==> config.mk <==
export PLATFORM = sky130hd
export DESIGN_NAME = bmu_frame_ctrl
export DESIGN_NICKNAME = d
export VERILOG_FILES = /design/src/rtl/bmu_frame_ctrl.sv
export SDC_FILE = /design/constraint.sdc
export NUM_CORES = 1
export LEC_CHECK = 0
export BUFFER_PORTS_ARGS = -buffer_cell sky130_fd_sc_hd__buf_2
export CAP_MARGIN = 20
export CORE_MARGIN = 2
export CORE_UTILIZATION = 40
export CTS_CLUSTER_DIAMETER = 30
export DETAILED_ROUTE_END_ITERATION = 10
export PLACE_DENSITY_LB_ADDON = 0.05
export SLEW_MARGIN = 20
export SYNTH_ARGS = -nofsm -noshare
export SYNTH_HDL_FRONTEND = slang
export SYNTH_SLANG_ARGS = --single-unit
export TNS_END_PERCENT = 100
==> constraint.sdc <==
create_clock -name clk_i -period 3.18 [get_ports clk_i]
set_clock_uncertainty 0.15 [all_clocks]
set_input_delay 0.318 -clock clk_i [delete_from_list [all_inputs] [get_ports clk_i]]
set_output_delay 0.318 -clock clk_i [all_outputs]
set_load 0.01 [all_outputs]
==> src/rtl/bmu_frame_ctrl.sv <==
// rtl/bmu_frame_ctrl.sv - Viterbi BMU frame sequencer: symbol intake, conditioning, drain, traceback, flush
//
// Purpose:
//   Sits in front of the branch-metric unit. Accepts soft symbol pairs over a
//   valid/ready handshake, saturates them into the 3-bit metric range and issues
//   one bmu_valid_o per accepted pair. Once a frame's symbols have all been
//   accepted, it waits for the BMU/ACS pipeline to drain, starts traceback and
//   then flushes the BMU for the next frame.
//
// Optional feature (macro VITERBI_PUNCT_EN):
//   Adds punct_i, which is latched with start_i. When the latched value is 1,
//   rate-2/3 depuncturing replaces Y with an erasure (255) on every odd symbol.
//
// Ports:
//   clk_i, rst_ni        clock, synchronous active-low reset
//   start_i, frame_len_i frame start request and its length (honoured in IDLE only)
//   punct_i              depuncture enable (VITERBI_PUNCT_EN only)
//   sym_valid_i, sym_x_i, sym_y_i, sym_ready_o   upstream symbol handshake
//   acs_ready_i          downstream ACS can accept a metric set
//   bmu_valid_o, bmu_x_o, bmu_y_o, bmu_flush_o   BMU interface
//   tb_start_o, tb_done_i                         traceback handshake
//   busy_o, done_o, err_o, sym_cnt_o              status

module bmu_frame_ctrl #(
  parameter int LEN_W     = 16,
  parameter int DRAIN_CYC = 2
) (
  input  logic             clk_i,
  input  logic             rst_ni,
  input  logic             start_i,
  input  logic [LEN_W-1:0] frame_len_i,
`ifdef VITERBI_PUNCT_EN
  input  logic             punct_i,
`endif
  input  logic             sym_valid_i,
  input  logic [7:0]       sym_x_i,
  input  logic [7:0]       sym_y_i,
  output logic             sym_ready_o,
  input  logic             acs_ready_i,
  output logic             bmu_valid_o,
  output logic [7:0]       bmu_x_o,
  output logic [7:0]       bmu_y_o,
  output logic             bmu_flush_o,
  output logic             tb_start_o,
  input  logic             tb_done_i,
  output logic             busy_o,
  output logic             done_o,
  output logic             err_o,
  output logic [LEN_W-1:0] sym_cnt_o
);

  localparam int DW = (DRAIN_CYC < 1) ? 1 : $clog2(DRAIN_CYC + 1);

  typedef enum logic [2:0] {
    S_IDLE  = 3'd0,
    S_RUN   = 3'd1,
    S_DRAIN = 3'd2,
    S_TB    = 3'd3,
    S_FLUSH = 3'd4
  } state_t;

  state_t           state_q, state_d;
  logic [LEN_W-1:0] len_q;
  logic [LEN_W-1:0] sym_cnt_q;
  logic [DW-1:0]    drain_cnt_q;
  logic             tb_issued_q;
  logic             bmu_valid_q;
  logic [7:0]       bmu_x_q, bmu_y_q;
  logic             err_q;
  logic             punct_q;

  logic             start_ok;
  logic             start_bad;
  logic             xfer;
  logic             last_xfer;
  logic [7:0]       x_cond, y_cond;

  // Keeps values inside the 3-bit distance range; 255 is the erasure marker
  // and must survive untouched.
  function automatic logic [7:0] condition_sym(input logic [7:0] v);
    if (v == 8'd255) begin
      return v;
    end else if (v > 8'd7) begin
      return 8'd7;
    end else begin
      return v;
    end
  endfunction

  assign start_ok  = (state_q == S_IDLE) && start_i && (frame_len_i != '0);
  assign start_bad = (state_q == S_IDLE) && start_i && (frame_len_i == '0);

  // Ready drops once the count reaches the latched length, so the counter
  // can never wrap even at the maximum frame length.
  assign sym_ready_o = (state_q == S_RUN) && acs_ready_i && (sym_cnt_q < len_q);
  assign xfer        = sym_valid_i && sym_ready_o;
  assign last_xfer   = xfer && ((sym_cnt_q + LEN_W'(1)) == len_q);

  assign x_cond = condition_sym(sym_x_i);
`ifdef VITERBI_PUNCT_EN
  // Odd symbols (counted before this transfer) carry no Y under rate 2/3.
  assign y_cond = (punct_q && sym_cnt_q[0]) ? 8'd255 : condition_sym(sym_y_i);
`else
  assign y_cond = condition_sym(sym_y_i);
`endif

  // Next-state and state-decoded outputs.
  always_comb begin
    state_d     = state_q;
    tb_start_o  = 1'b0;
    bmu_flush_o = 1'b0;
    done_o      = 1'b0;
    busy_o      = (state_q != S_IDLE);
    unique case (state_q)
      S_IDLE: begin
        if (start_ok) begin
          state_d = S_RUN;
        end
      end
      S_RUN: begin
        if (last_xfer) begin
          state_d = S_DRAIN;
        end
      end
      S_DRAIN: begin
        if (drain_cnt_q == DW'(DRAIN_CYC - 1)) begin
          state_d = S_TB;
        end
      end
      S_TB: begin
        tb_start_o = !tb_issued_q;
        // A done seen in the same cycle as the start pulse cannot belong to
        // this frame's traceback, so it is only honoured afterwards.
        if (tb_issued_q && tb_done_i) begin
          state_d = S_FLUSH;
        end
      end
      S_FLUSH: begin
        bmu_flush_o = 1'b1;
        done_o      = 1'b1;
        state_d     = S_IDLE;
      end
      default: begin
        state_d = S_IDLE;
      end
    endcase
  end

  always_ff @(posedge clk_i) begin
    if (!rst_ni) begin
      state_q     <= S_IDLE;
      len_q       <= '0;
      sym_cnt_q   <= '0;
      drain_cnt_q <= '0;
      tb_issued_q <= 1'b0;
      bmu_valid_q <= 1'b0;
      bmu_x_q     <= '0;
      bmu_y_q     <= '0;
      err_q       <= 1'b0;
      punct_q     <= 1'b0;
    end else begin
      state_q     <= state_d;
      bmu_valid_q <= xfer;
      err_q       <= start_bad;

      if (xfer) begin
        bmu_x_q <= x_cond;
        bmu_y_q <= y_cond;
      end

      if (start_ok) begin
        len_q <= frame_len_i;
`ifdef VITERBI_PUNCT_EN
        punct_q <= punct_i;
`else
        punct_q <= 1'b0;
`endif
      end

      if (start_ok || (state_q == S_FLUSH)) begin
        sym_cnt_q <= '0;
      end else if (xfer) begin
        sym_cnt_q <= sym_cnt_q + LEN_W'(1);
      end

      if (state_q == S_DRAIN) begin
        drain_cnt_q <= drain_cnt_q + DW'(1);
      end else begin
        drain_cnt_q <= '0;
      end

      tb_issued_q <= (state_q == S_TB);
    end
  end

  assign bmu_valid_o = bmu_valid_q;
  assign bmu_x_o     = bmu_x_q;
  assign bmu_y_o     = bmu_y_q;
  assign err_o       = err_q;
  assign sym_cnt_o   = sym_cnt_q;

endmodule

### After elaboration in Yosys (flattened, before gate mapping)

Index checks and enable logic that the tools add are counted.

* input bits: 38
* bits in registers: 56

* mux-type cells: 11
* bitwise logic cells: 1
* equal/unequal tests: 12
* reduce and logical (&&, ||, !) cells: 17
* order comparisons: 3
* $add $sub $neg: 2

Operators with widths (count)
* 8-bit two-way mux: 4
* 16-bit by 1-bit adder with 16-bit output (second input constant): 1
* 16-bit equality test: 1
* 8-bit equality test (second input constant): 2
* 8-bit by 3-bit > comparator with 1-bit output (second input constant): 2
* 16-bit logical NOT: 1
* 16-bit less-than comparator: 1
* 16-bit nonzero test: 1
* 3-bit two-way mux: 4
* 3-bit case mux with 4 select lines: 1
* 1-bit logical AND: 8
* 2-bit inequality test (second input constant): 4
* 3-bit by 2-bit equality test with 1-bit output (second input constant): 2
* 4-bit AND reduction: 1
* 3-bit by 1-bit equality test with 1-bit output (second input constant): 1
* 3-bit equality test (second input constant): 1
* 3-bit logical NOT: 1
* 3-bit nonzero test: 1
* 2-bit by 1-bit adder with 2-bit output (second input constant): 1
* 2-bit by 1-bit equality test with 1-bit output (second input constant): 1
* 1-bit two-way mux: 2
* 2-bit AND reduction: 1
* 2-bit OR reduction: 1
* 1-bit logical NOT: 1
* 2 further kinds: 2

### Logic depth before layout (Yosys ltp)

Gate-level depths: netlist of the first run.

* depth in word-level cells: 7
* depth in mapped cells: 10
* mapped depth without buffers: 8

### Worst setup path before layout of the first run

Ideal clock, no wire load.

* kind: register -> output
* start point: register sym_cnt_q[0] (netlist: sym_cnt_o[0])
* end point: output sym_ready_o
* path slack: 0.754 ns
* buffers on the path: 2
* stages on the path, launching flop included: 10
* data arrival time: 1.958 ns
* required time: 2.712 ns
* cells stage by stage: dfxtp_1 -> inv_1 -> ha_1 -> nand2b_1 -> a21oi_1 -> o31ai_1 -> a311oi_1 -> buf_2 -> buf_2 -> nor2_1

* cells in the longest elaborated chain, start to end: 2

Ends and longest elaborated chain
* start, declared: line 64 `logic [LEN_W-1:0] sym_cnt_q;`
* start signal, assigned: line 183 `sym_cnt_q <= sym_cnt_q + LEN_W'(1);`
* 16-bit less-than comparator: line 95 `assign sym_ready_o = (state_q == S_RUN) && acs_ready_i && (sym_cnt_q < len_q);`
* 1-bit logical AND: line 95
* end, declared: line 38 `output logic sym_ready_o,`

No other way between the ends.

### Final worst setup path of the first run

* start point: register len_q[11]
* end point: output sym_ready_o

* cells in the longest elaborated chain, start to end: 2

Ends and longest elaborated chain
* start, declared: line 63 `logic [LEN_W-1:0] len_q;`
* start signal, assigned: line 172 `len_q <= frame_len_i;`
* 16-bit less-than comparator: line 95
* 1-bit logical AND: line 95

No other way between the ends.

==> metrics, run 1 <==
DRT Wirelength=8.85 mm; Final Wtd Congestion=0.805; overall routing resource usage=0.202; post-route insts no fill=565; Critical-path top delay cell=a311oi_4; CTS Buf Count=5; Crit path largest cell delay=0.54 ns; Max Fclk=355 MHz; status=finished clean; effective utilization at floorplan=0.412; area of the multi-input gates=2080 um^2; H-tree depth=2; mapped cell area=~3400 um^2; max_slew headroom=0.499; post-DR vias/cell=5.46; pre-CTS worst setup slack=between 0.5 and 0.6 ns; Synth Register Bits=56; CP Max Fanout=12; CP Cell Sequence=inv_1 > ha_1 > nand2_1 > o21a_1 > o21a_1 > a311oi_4 > nor2_1 > buf_2; Leak=1.76 nW; Worst Path Required=2.71 ns; number of flops mapped to enable cells by yosys=0; Final ANT Viol Nets=0; wire per inst=15.7 um; layout net count=a little over 500; Core Rows=33; DP HPWL=6.80 mm; clock sinks=56; dpl cell area=3900 um^2; Async S/R FF share, synth=0; final worst-path cycle share=0.885; final core occ=0.487; Final Instance Area=approximately 4000 um^2; routed via count=between 3,000 and 4,000; Startpoint Class=flip-flop; VDD IR max=231 uV; worst hold slack=0.0888 ns; sequential cell area fraction in the yosys report=0.331; Worst Path Arrival=roughly 2.4 ns; Final setup viols=0; Avg Cell Area, Syn=8.74 um^2; fin. max-slew vios=0; RR Startpoint=len_q[13]$_SDFFE_PN0P_; DR iter-0 viols=122; RSZ-0062 raised after global routing=false; Die Area=9210 um^2; grt ovf=0; Worst Tran Pin Value=approximately 0.74 ns; vias in the first global route=2,979; post-cts hold buffer count=0; DRC viols=0; worst setup margin=around 0.37 ns; Hold Crit Start=start_i; final hold violation count=0; Top-Level Pins=77; clock root buffer master=clkbuf_8; DIE WIDTH=96.0 um; CP most frequent cell=o21a_1; Port Buffer Count=between 70 and 80; layout cells sized above 1=0.237; synthesis-to-finish area growth=18.2%; Critical path origin=len_q[11]$_SDFFE_PN0P_; Final Power=around 1.4 mW; Synth Instances=387; power per standard cell area=347 nW/um^2; setup bufs post-CTS=0; Most used DFF post-synth=dfxtp_1; TNS Setup=0 ns; CP top delay family=compound AO/OA/AOI/OAI gates; clk_lat worst skew=0.32 ns; worst path bufs/invs=2; Min Clock Period, post-route=2.81 ns; max_cap viols=0; post_cts resized=0; hold crit path type=input port to flip-flop; Reg area=1120 um^2; placed cells=557; clk slew on worst S/H paths=0.12 ns; core box area=approximately 8200 um^2; initial antenna violation count=0; antenna cells=0; WS Path Type=flip-flop to output pin; first-pass GRT wire length=14.6 mm; Die Height=96.0 um; Syn. warnings=0; CTS tree=built; Clock Tree Buf Depth=2; CP endpoint kind=output pin; synth unique cells=between 50 and 60; syn nets=443; fillers=between 800 and 900; TritonRoute pass-1 iters=5; largest net degree at the start of global routing=38
worst register-to-register path, stage by stage, from the launching register on:
cell and delay (ns):
dfxtp_1 0.38, inv_1 0.06, ha_1 0.29, a21o_1 0.16, a21oi_1 0.13, o21ai_1 0.10, or2_1 0.38, buf_4 0.29
or4_1 0.49, a21oi_1 0.19
report_power, final:
part           internal (mW)  switching [mW]  total [mW]
combinational         0.0963           0.124       0.220
sequential             0.720          0.0173       0.737
clock                  0.163           0.267       0.429
total                  0.979           0.408        1.39
layout make-up:
class | count | share of cell area
clock buffers | 5 | 0.0172
clock inverters | 3 | 0.00689
inverters | 23 | 0.0216
multi-input cells | 283 | 0.520
flip-flops and latches | 56 | 0.280
well taps | 105 | 0.0329
repair buffers | 90 | 0.121
worst paths after layout:
kind,cells after the start,to,slack [ns]
worst max-delay path,8,sym_ready_o,0.37
worst min-delay path,3,err_o$_SDFF_PN0_,0.09
worst max register to register,9,sym_cnt_o[12]$_SDFFE_PP0P_,0.49
worst min register to register,1,drain_cnt_q[0]$_SDFF_PN0_,0.29
metal layers:
metal  vias to the layer above  GRT usage  share of wire
met5                         -          0              0
met4                         0     0.0357         0.0067
met1                      1415      0.268           0.47
met3                         4     0.0352          0.049
met2                        76      0.348           0.48
li1                       1591          -              -
layout by cell type (no fill, tap or decap), drive strengths merged, types with 3 or more instances in the layout:
cell,count
xor2,8
nand4b,8
and4,3
mux2i,19
nor3,6
or3,6
nor2,13
nor3b,6
nor4,8
or4,16
and3,3
a21boi,10
inv,24
buf,90
nand2,12
nor2b,19
dfxtp,56
a21o,4
xnor2,8
ha,18
o211a,7
clkbuf,5
or2,4
a211oi,3
nor4b,3
o21ai,18
nand2b,4
o31ai,12
a21oi,29
nand4,11
nand3,10
cell usage after synthesis, drive strengths merged (12+ instances only):
cell	number	area [um^2]
mux2i	19	190
inv	23	86.3
buf	12	67.6
a21oi	29	145
nor2	13	48.8
o31ai	12	90.1
clkbuf	13	48.8
nor2b	19	119
ha	18	225
or4	16	124
o21ai	18	90.1
nand2	12	45.0
dfxtp	56	1120
sequential cells by signal, summed over array words and instances, names as in the netlist:
signal	count
bmu_y_o	8
bmu_valid_o	1
len_q	16
err_o	1
tb_issued_q	1
drain_cnt_q	2
sym_cnt_o	16
state_q	3
bmu_x_o	8
kinds of logic after synthesis:
group,after synthesis,share of synthesized area
multiplexers,19,0.0562
flip-flops,56,0.331
adder cells (fa/ha/maj),18,0.0666
AND/OR/NAND/NOR,134,0.254
buffers and inverters,48,0.0599
AO/OA/AOI/OAI,96,0.190
XOR/XNOR,16,0.0414
No activity file was read; power rests on OpenSTA's default activity.
==> inputs of run 2 (changes only) <==
clock period = 2.4 ns   (was 3.18 ns; I/O delays follow)
==> metrics, run 2 (synthesis results as in run 1) <==
clock root buffer master=clkbuf_8; Worst Path Required=2.01 ns; final worst-path cycle share=1.05; H-tree depth=2; Startpoint Class=flip-flop; DR iter-0 viols=between 150 and 200; Min Clock Period, post-route=2.52 ns; first-pass GRT wire length=16.2 mm; power per standard cell area=435 nW/um^2; initial antenna violation count=0; post-route insts no fill=between 600 and 700; Final Wtd Congestion=0.842; CTS tree=built; core box area=8220 um^2; DRC viols=0; RSZ-0062 raised after global routing=true; CP Max Fanout=7; status=finished, violations left; DRT Wirelength=10.3 mm; overall routing resource usage=0.229; routed via count=3,419; worst setup margin=-0.120 ns; vias in the first global route=between 3,000 and 4,000; Clock Tree Buf Depth=2; WS Path Type=flip-flop to output pin; Worst Tran Pin Value=0.460 ns; CP endpoint kind=output pin; grt ovf=0; clk_lat worst skew=0.32 ns; commonest cells after routing, fill and taps aside=buf_2 (75), buf_4 (70), dfxtp_1 (41), a21oi_1 (21); max_slew headroom=0.689; CTS Buf Count=5; clock sinks=56; max_cap viols=0; Core Rows=33; post-DR vias/cell=5.43; hold crit path type=input port to flip-flop; Max Fclk=397 MHz; Die Area=9210 um^2; Port Buffer Count=76; failing checks=setup timing; wire per inst=about 16 um; Leak=2.20 nW; fin. max-slew vios=0; Final ANT Viol Nets=0; DIE WIDTH=96.0 um; Final setup viols=15; Top-Level Pins=77; layout net count=581; largest net degree at the start of global routing=37; antenna cells=0; effective utilization at floorplan=0.412; final hold violation count=0; Worst Path Arrival=2.13 ns; placed cells=609; TNS Setup=-0.757 ns; commonest non-fill, non-tap cell in the layout=buf_2; layout cells sized above 1=0.442; Die Height=96.0 um; VDD IR max=just under 200 uV; synthesis-to-finish area growth=45.0%; TritonRoute pass-1 iters=4; DP HPWL=7.37 mm; clk slew on worst S/H paths=around 0.10 ns
-- run 2: cell count changes in the layout (fill, tap and decap cells not counted), sizes merged --
cell         change
buf             +64
clkinv           -1
bufinv           +2
dlygate4sd3      +1
inv              -1
clkinvlp         -1
clkbuf           +1
-- run 2: per-stage QoR --
| stage | cell area (um^2) | hold WS, ns | utilization | power (mW) | setup slack [ns] |
|---|---|---|---|---|---|
| 6_report | 4910 | 0.0367 | 0.597 | 2.13 | -0.120 |
| 5_1_grt | 4910 | 0.0373 | 0.597 | 2.23 | -0.204 |
| 4_1_cts | 4640 | 0.0277 | 0.565 | 2.13 | -0.157 |
| 3_5_place_dp | 4340 | 0.271 | 0.528 | 1.36 | -0.180 |
| 3_3_place_gp | 4340 | 0.264 | 0.528 | 1.35 | -0.0856 |
| 2_1_floorplan | 3380 | 0.216 | - | 1.18 | 0.0161 |
-- run 2: final cells by class --
class | instances | area, um^2
Timing Repair Buffer | 156 | 1080
Clock inverter | 2 | 60.1
Sequential cell | 56 | 1140
Clock buffer | 5 | 68.8
Fill cell | 758 | 3310
Tap cell | 105 | 131
Multi-Input combinational cell | 283 | 2340
Inverter | 23 | 86.3
-- run 2: critical path, cell delays in order, from the launching register on --
cell and delay, ns:
dfxtp_2 0.35, inv_2 0.05, ha_4 0.26, nand2_2 0.05, o21a_1 0.19, buf_4 0.14, a311oi_4 0.36, buf_12 0.17
buf_6 0.11, nor2_4 0.03, buf_6 0.11
-- run 2: where the power goes --
group          total (mW)  switching (mW)  internal (mW)
sequential          0.967          0.0140          0.953
combinational       0.438           0.222          0.216
clock               0.730           0.319          0.411
total                2.13           0.555           1.58
-- run 2: routing by layer --
| layer | vias up | part of all wire | global-route usage |
|---|---|---|---|
| li1 | 1714 | - | - |
| met1 | 1604 | 0.44 | 0.295 |
| met2 | 85 | 0.49 | 0.399 |
| met3 | 16 | 0.045 | 0.0392 |
| met4 | 0 | 0.021 | 0.0512 |
| met5 | - | 0 | 0 |
-- run 2: final timing paths --
| check | from | endpoint | slack [ns] | cells after the start |
|---|---|---|---|---|
| worst max-delay path | len_q[11]$_SDFFE_PN0P_ | sym_ready_o | -0.12 | 10 |
| worst min-delay path | frame_len_i[2] | len_q[2]$_SDFFE_PN0P_ | 0.04 | 3 |
| worst max register to register | sym_cnt_o[3]$_SDFFE_PP0P_ | sym_cnt_o[2]$_SDFFE_PP0P_ | -0.11 | 10 |
| worst min register to register | drain_cnt_q[0]$_SDFF_PN0_ | drain_cnt_q[0]$_SDFF_PN0_ | 0.28 | 1 |
-- run 2: what timing repair did --
| item | 4_1_cts | 5_1_grt |
|---|---|---|
| cloned | 1 | 1 |
| setup buffers | 6 | 7 |
| endpoints found under the setup margin | 29 | 33 |
| endpoints found under the hold margin | 1 | 0 |
| hold buffers | 1 | 0 |
| resized for setup | 26 | 48 |
| pin swaps | 14 | 17 |
